## config.mk

```make
export PLATFORM = sky130hd
export DESIGN_NAME = fetch_unit_flat
export DESIGN_NICKNAME = d
export VERILOG_FILES = /design/src/rtl/fetch_pkg.sv /design/src/rtl/fetch_unit_if.sv /design/src/rtl/instr_fifo.sv /design/src/rtl/fetch_unit.sv /design/src/flat_wrapper.sv
export SDC_FILE = /design/constraint.sdc
export NUM_CORES = 1
export LEC_CHECK = 0
export BUFFER_PORTS_ARGS = -buffer_cell sky130_fd_sc_hd__buf_4
export CAP_MARGIN = 20
export CORE_ASPECT_RATIO = 1.4
export CORE_MARGIN = 3
export CORE_UTILIZATION = 30
export DETAILED_ROUTE_END_ITERATION = 12
export PLACE_DENSITY = 0.51
export SLEW_MARGIN = 15
export SYNTH_ARGS = -nofsm -noshare
export SYNTH_HDL_FRONTEND = slang
export SYNTH_HIERARCHICAL = 1
export SYNTH_SLANG_ARGS = --single-unit
```

## constraint.sdc

```tcl
create_clock -name clk -period 23.3 [get_ports clk]
set_clock_uncertainty 0.05 [all_clocks]
set_input_delay 0 -clock clk [delete_from_list [all_inputs] [get_ports clk]]
set_output_delay 0 -clock clk [all_outputs]
set_load 0.1 [all_outputs]
```

## src/rtl/fetch_pkg.sv

```systemverilog
// Shared types and constants for the instruction fetch stage.
package fetch_pkg;

    localparam int          INSTR_W = 32;
    localparam logic [31:0] PC_STEP = 32'd4;

    typedef enum logic [1:0] {
        FETCH = 2'd0,
        HOLD  = 2'd1,
        DRAIN = 2'd2
    } fetch_state_t;

    typedef struct packed {
        logic [31:0]        pc;
        logic [INSTR_W-1:0] instr;
    } fetch_entry_t;

    function automatic logic [31:0] word_align(input logic [31:0] a);
        return a & ~32'h3;
    endfunction

endpackage

```

## src/rtl/fetch_unit_if.sv

```systemverilog
// Bus bundles for the fetch stage: instruction-memory port and decode port.
interface imem_if;
    logic        imem_req;
    logic [31:0] imem_addr;
    logic        imem_ack;
    logic [31:0] imem_rdata;

    modport master (output imem_req, imem_addr, input imem_ack, imem_rdata);
    modport slave  (input imem_req, imem_addr, output imem_ack, imem_rdata);
endinterface

interface dec_if;
    import fetch_pkg::*;

    logic               instr_valid;
    logic               instr_ready;
    logic [INSTR_W-1:0] Instr;
    logic [31:0]        instr_pc;
    logic [31:0]        PCPlus8;

    modport master (output instr_valid, Instr, instr_pc, PCPlus8, input instr_ready);
    modport slave  (input instr_valid, Instr, instr_pc, PCPlus8, output instr_ready);
endinterface

```

## src/rtl/instr_fifo.sv

```systemverilog
// Small synchronous FIFO of {pc, instr} entries with flush; push and pop may
// coincide at any fill level.
module instr_fifo
    import fetch_pkg::*;
#(
    parameter  int DEPTH = 2,
    localparam int AW    = $clog2(DEPTH),
    localparam int CW    = AW + 1
) (
    input  logic          clk,
    input  logic          reset,
    input  logic          push,
    input  logic          pop,
    input  logic          flush,
    input  fetch_entry_t  wdata,
    output fetch_entry_t  rdata,
    output logic [CW-1:0] count
);

    fetch_entry_t  mem [DEPTH];
    logic [AW-1:0] wr_ptr;
    logic [AW-1:0] rd_ptr;
    logic          do_push;
    logic          do_pop;

    always_comb begin
        do_pop  = pop && (count != '0);
        do_push = push && !flush && ((count != CW'(DEPTH)) || do_pop);
    end

    always_ff @(posedge clk) begin
        if (reset || flush) begin
            wr_ptr <= '0;
            rd_ptr <= '0;
            count  <= '0;
        end else begin
            if (do_push) wr_ptr <= wr_ptr + AW'(1);
            if (do_pop)  rd_ptr <= rd_ptr + AW'(1);
            count <= count + CW'(do_push) - CW'(do_pop);
        end
    end

    // Storage carries no reset; validity is tracked entirely by count.
    always_ff @(posedge clk) begin
        if (do_push && !reset) mem[wr_ptr] <= wdata;
    end

    assign rdata = mem[rd_ptr];

endmodule

```

## src/rtl/fetch_unit.sv

```systemverilog
// Instruction fetch stage: PC, single-outstanding memory reads, instruction
// buffer and branch redirect handling.
//
//   state | meaning
//   FETCH | request outstanding at fetch_pc; ack pushes word, pc += 4
//   HOLD  | buffer full, no request until a slot frees
//   DRAIN | stale request in flight after redirect; discard it, then go to target
module fetch_unit
    import fetch_pkg::*;
#(
    parameter int          DEPTH    = 2,
    parameter logic [31:0] RESET_PC = 32'h0000_0000
) (
    input  logic        clk,
    input  logic        reset,
    imem_if.master      imem,
    dec_if.master       dec,
    input  logic        PCSrc,
    input  logic [31:0] branch_target
);

    localparam int CW = $clog2(DEPTH) + 1;

    fetch_state_t  state_q, state_d;
    logic [31:0]   fetch_pc_q, fetch_pc_d;
    logic [31:0]   redirect_pc_q, redirect_pc_d;
    logic [31:0]   target;
    logic          req;
    logic          push;
    logic          pop;
    logic          valid;
    logic [CW-1:0] count;
    fetch_entry_t  head;
    fetch_entry_t  wentry;

    assign target = word_align(branch_target);
    assign valid  = (count != '0);
    assign pop    = valid && dec.instr_ready;
    assign wentry = '{pc: fetch_pc_q, instr: imem.imem_rdata};

    always_ff @(posedge clk) begin
        if (reset) begin
            state_q       <= FETCH;
            fetch_pc_q    <= word_align(RESET_PC);
            redirect_pc_q <= word_align(RESET_PC);
        end else begin
            state_q       <= state_d;
            fetch_pc_q    <= fetch_pc_d;
            redirect_pc_q <= redirect_pc_d;
        end
    end

    always_comb begin
        state_d       = state_q;
        fetch_pc_d    = fetch_pc_q;
        redirect_pc_d = redirect_pc_q;
        req           = 1'b0;
        push          = 1'b0;
        case (state_q)
            FETCH: begin
                req = 1'b1;
                if (PCSrc) begin
                    if (imem.imem_ack) begin
                        fetch_pc_d = target;
                    end else begin
                        redirect_pc_d = target;
                        state_d       = DRAIN;
                    end
                end else if (imem.imem_ack) begin
                    push       = 1'b1;
                    fetch_pc_d = fetch_pc_q + PC_STEP;
                    // Stop requesting once this push fills the buffer.
                    if (count + CW'(1) - CW'(pop) == CW'(DEPTH)) state_d = HOLD;
                end
            end
            HOLD: begin
                if (PCSrc) begin
                    fetch_pc_d = target;
                    state_d    = FETCH;
                end else if (count < CW'(DEPTH)) begin
                    state_d = FETCH;
                end
            end
            DRAIN: begin
                req = 1'b1;
                if (PCSrc) redirect_pc_d = target;
                if (imem.imem_ack) begin
                    fetch_pc_d = PCSrc ? target : redirect_pc_q;
                    state_d    = FETCH;
                end
            end
            default: begin
                state_d = FETCH;
            end
        endcase
    end

    instr_fifo #(.DEPTH(DEPTH)) u_fifo (
        .clk   (clk),
        .reset (reset),
        .push  (push),
        .pop   (pop),
        .flush (PCSrc),
        .wdata (wentry),
        .rdata (head),
        .count (count)
    );

    assign imem.imem_req  = req;
    assign imem.imem_addr = fetch_pc_q;

    assign dec.instr_valid = valid;
    assign dec.Instr       = valid ? head.instr : '0;
    assign dec.instr_pc    = valid ? head.pc : 32'h0;
    assign dec.PCPlus8     = dec.instr_pc + 32'd8;

endmodule

```

## src/flat_wrapper.sv

```systemverilog
// flat-port wrapper written by rule: the top's interface ports become plain ports
module fetch_unit_flat import fetch_pkg::*;
#(
    parameter int          DEPTH    = 2,
    parameter logic [31:0] RESET_PC = 32'h0000_0000
)
  (clk, reset, PCSrc, branch_target, imem_imem_req, imem_imem_addr, imem_imem_ack, imem_imem_rdata, dec_instr_valid, dec_Instr, dec_instr_pc, dec_PCPlus8, dec_instr_ready);
  imem_if imem_i ();
  dec_if dec_i ();
  input  logic clk;
  input  logic reset;
  input  logic PCSrc;
  input  logic [31:0] branch_target;
  output wire logic [$bits(imem_i.imem_req)-1:0] imem_imem_req;
  output wire logic [$bits(imem_i.imem_addr)-1:0] imem_imem_addr;
  input wire logic [$bits(imem_i.imem_ack)-1:0] imem_imem_ack;
  input wire logic [$bits(imem_i.imem_rdata)-1:0] imem_imem_rdata;
  output wire logic [$bits(dec_i.instr_valid)-1:0] dec_instr_valid;
  output wire logic [$bits(dec_i.Instr)-1:0] dec_Instr;
  output wire logic [$bits(dec_i.instr_pc)-1:0] dec_instr_pc;
  output wire logic [$bits(dec_i.PCPlus8)-1:0] dec_PCPlus8;
  input wire logic [$bits(dec_i.instr_ready)-1:0] dec_instr_ready;
  assign imem_imem_req = imem_i.imem_req;
  assign imem_imem_addr = imem_i.imem_addr;
  assign imem_i.imem_ack = imem_imem_ack;
  assign imem_i.imem_rdata = imem_imem_rdata;
  assign dec_instr_valid = dec_i.instr_valid;
  assign dec_Instr = dec_i.Instr;
  assign dec_instr_pc = dec_i.instr_pc;
  assign dec_PCPlus8 = dec_i.PCPlus8;
  assign dec_i.instr_ready = dec_instr_ready;
  fetch_unit #(.DEPTH(DEPTH), .RESET_PC(RESET_PC)) u_core (.clk(clk), .reset(reset), .imem(imem_i), .dec(dec_i), .PCSrc(PCSrc), .branch_target(branch_target));
endmodule
```

==> flow_summary.toml <==
[run_status]
status = "finished clean"

[sta]
worst_pin_slew_ps = 1130
setup-tns-final_ps = 0
period_share_pct = 18.0
setup_violations = 0
rsz0062_at_grt = "false"
final_hold_viol_count = 0
fmax_ghz = 0.239
fin_crit_ps = 4190
relSlewSlack_pct = 24.3
drv_slew = 0

[die]
initial_core_util_pct = 30.6
die-area_um2 = 36400
dieWidth_um = 162
num_rows = 79
fp.dieH_um = 225
io_pins = 199
core_um2 = 33500

[logic_synthesis]
yosys.area_share.adder_pct = 0.855
synthSimpleGateAreaFrac_pct = 17.2
synthesis.area_um2 = 10200
ys_ff_latch = 199
synthesis.nets = 1014
ys_seq_area_share_pct = 51.4
async_flop_share_pct = 0
synthMuxAreaShare_pct = 10.1
ys_warn_count = 6
synth_xor_area_share_pct = 2.99
postSynthCellCount = 938
synth_cell_types = 74
synth_compound_area_share_pct = 13.2
synth_enable_flop_cells = 128
avgSynthCellArea_um2 = 10.9
synth_ff_type = "edfxtp_1"
synth_top_family_by_area = "simple AND/OR/NAND/NOR gates"

[clock_tree]
cts_buffer_depth = 2
cts_root_buf = "clkbuf_16"
cts_tree = "built"
h-tree-depth = 4
path_clk_slew_ps = 70
cts_setup_buffers = 0
cts_buffers = 17
clkLatencyLatePin_ps = 460
clock-sinks = 199

[cells_and_area]
num-fill-cells = 3312
diodes = 0
syn2layout_area_growth_pct = 30.5
multi_input_area_um2 = 4580
regArea_um2 = 5270
layout_commonest_cell = "buf_4"
drive_gt1_share_pct = 28.2
final_cells = 1627
layout_common_cells = "buf_4, edfxtp_1, nand2_1"
nNetsFinal = 1245

[detailed_routing]
avgRoutedWirePerCell_um = 17.9
firstDrtPassIters = 6
wl_met2_mm = 15.2
routed_wl_mm = 29.2
met1_length_mm = 12.3
vias_per_cell = 4.96
vias = 8069
routed.top_layer = "met4"
drc_errors = 0
drtAntennaViolNets = 0
wl_met3_mm = 1.10
drtIter0Drc = 515

[global_route]
grt_antenna_before_repair = 0
grt_usage_pct = 15.8
grt_max_degree = 70
overflow = 0
grt_pass1_vias = 7855
grt_pass1_wl_mm = 45.0

[power]
ir_worst_vdd_v = 0.0000403
power_leakage_nw = 5.18
power.density_nw_per_um2 = 71.9

[placement]
gp_congestion = 0.781
place_inst = 1529
dp.final_hpwl_mm = 19.7
port_buffers = 196

[setup_path]
worstPathMaxFanout = 45
crit_path_end_kind = "output pin"
r2r-start = "u_core/u_fifo/count[1]$_SDFF_PP0_"
required_ps = 23250
r2r_slack_ps = 19870
start_kind = "flop"
r2r_end = "u_core/u_fifo/mem[1][1]$_DFFE_PP_"
worstPathArrival_ps = 4140
reg2reg_depth = 9
crit_type = "flop to output pin"

[run]
maxCapViolCount = 0

[min_path]
hp-class = "primary input to flop"
worstHoldPathCells = 6
hold_path.startpoint = "dec_instr_ready"
holdPathEnd = "u_core/u_fifo/count[1]$_SDFF_PP0_"
## area by class of cell
type,instances,area share [%]
multi-input combinational,646,34.2
tap,445,4.16
inverter,26,0.730
clock buffer,22,3.83
timing repair buffer,279,16.9
sequential,199,39.4
clock inverter,10,0.767
## where the power goes
part	switching (mW)	internal [mW]
Clock	0.132	0.173
Sequential	0.0292	0.397
Combinational	0.158	0.0709
## cell usage after synthesis (all sizes together) (3+ instances only)
cell type  number  area (um2)
a211oi          3        22.5
a21o            7        52.6
a21oi          76         384
a221o           6        60.1
a221oi         19         166
a22o           13         114
a22oi          10        75.1
a31oi           6        37.5
a32o            3        30.0
and2           60         375
and3            8        50.1
and4            5        43.8
buf            25         169
clkbuf         42         158
dfxtp          71        1420
edfxtp        128        3840
ha              7        87.6
inv            26        97.6
mux2           67         980
mux2i           6        60.1
nand2          99         372
nand2b          8        60.1
nand3          30         150
nand4          14         103
nor2           39         146
nor2b           6        37.5
nor3           24         120
nor3b           4        45.1
nor4            8        77.6
o211ai          4        30.0
o21a            3        22.5
o21ai          21         105
o221a           5        56.3
o22ai           6        37.5
or2             9        56.3
or3             7        43.8
or4             4        37.5
xnor2          18         158
xor2           17         149
## cell families (layout without fill, tap and decap cells)
kind of cell,count (synthesis),after routing
simple gates,330,330
compound gates,201,201
fa+ha+maj,7,7
buf+inv,93,337
mux,73,73
flops,199,199
xor+xnor,35,35
## how the worst max path moves through the flow
stage               cells past startpoint  slack [ps]                               from                                end
global placement                        8       19490                               flop                    dec_PCPlus8[31]
global route                            8       18780                               flop                    dec_PCPlus8[31]
detailed placement                      8       19480                               flop                    dec_PCPlus8[31]
floorplan                               8       13580  u_core/u_fifo/count[1]$_SDFF_PP0_  u_core/u_fifo/mem[1][0]$_DFFE_PP_
CTS                                     8       18970                               flop                    dec_PCPlus8[31]
finish                                  8       19110                               flop                    dec_PCPlus8[31]
## sequential cells by signal, indices dropped and copies added, names as in the netlist, named ones only
register               count
u_core/state_q             2
u_core/redirect_pc_q      32
u_core/u_fifo/count        2
u_core/u_fifo/wr_ptr       1
u_core/u_fifo/mem        128
u_core/imem.imem_addr     32
u_core/u_fifo/rd_ptr       1
## critical path: stages (launching register included)
cell and delay, ps:
dfxtp_4 590, buf_4 720, mux2_4 310, nand3_1 160
or2_2 370, nor4_2 730, nand4_1 250, xnor2_1 220
buf_4 320
## through the flow
| stage | worst slack (ps) | instance area, um2 | utilization, % | hold slack (ps) | power [mW] |
|---|---|---|---|---|---|
| finish | 19110 | 13400 | 39.9 | 99.4 | 0.961 |
| global route | 18780 | 13400 | 39.9 | 151 | 1.00 |
| CTS | 18970 | 13400 | 39.9 | 86.8 | 0.971 |
| detailed placement | 19480 | 12100 | 36.1 | 138 | 0.654 |
| global placement | 19490 | 12100 | 36.1 | 136 | 0.651 |
| floorplan | 13580 | 10200 | - | 26.8 | 0.586 |
## layer usage
metal	GRT usage, %	vias to the layer above
met1	19.2	3927
met2	28.7	198
met3	2.34	28
met5	0	-
met4	5.23	0
li1	-	3916
## repair_timing
action | in CTS | in global routing
endpoints found under the hold margin | 127 | 0
gates resized for setup | 0 | 0
endpoints found under the setup margin | 0 | 0
hold buffers | 66 | 0
(Power assumes the default switching activity.)
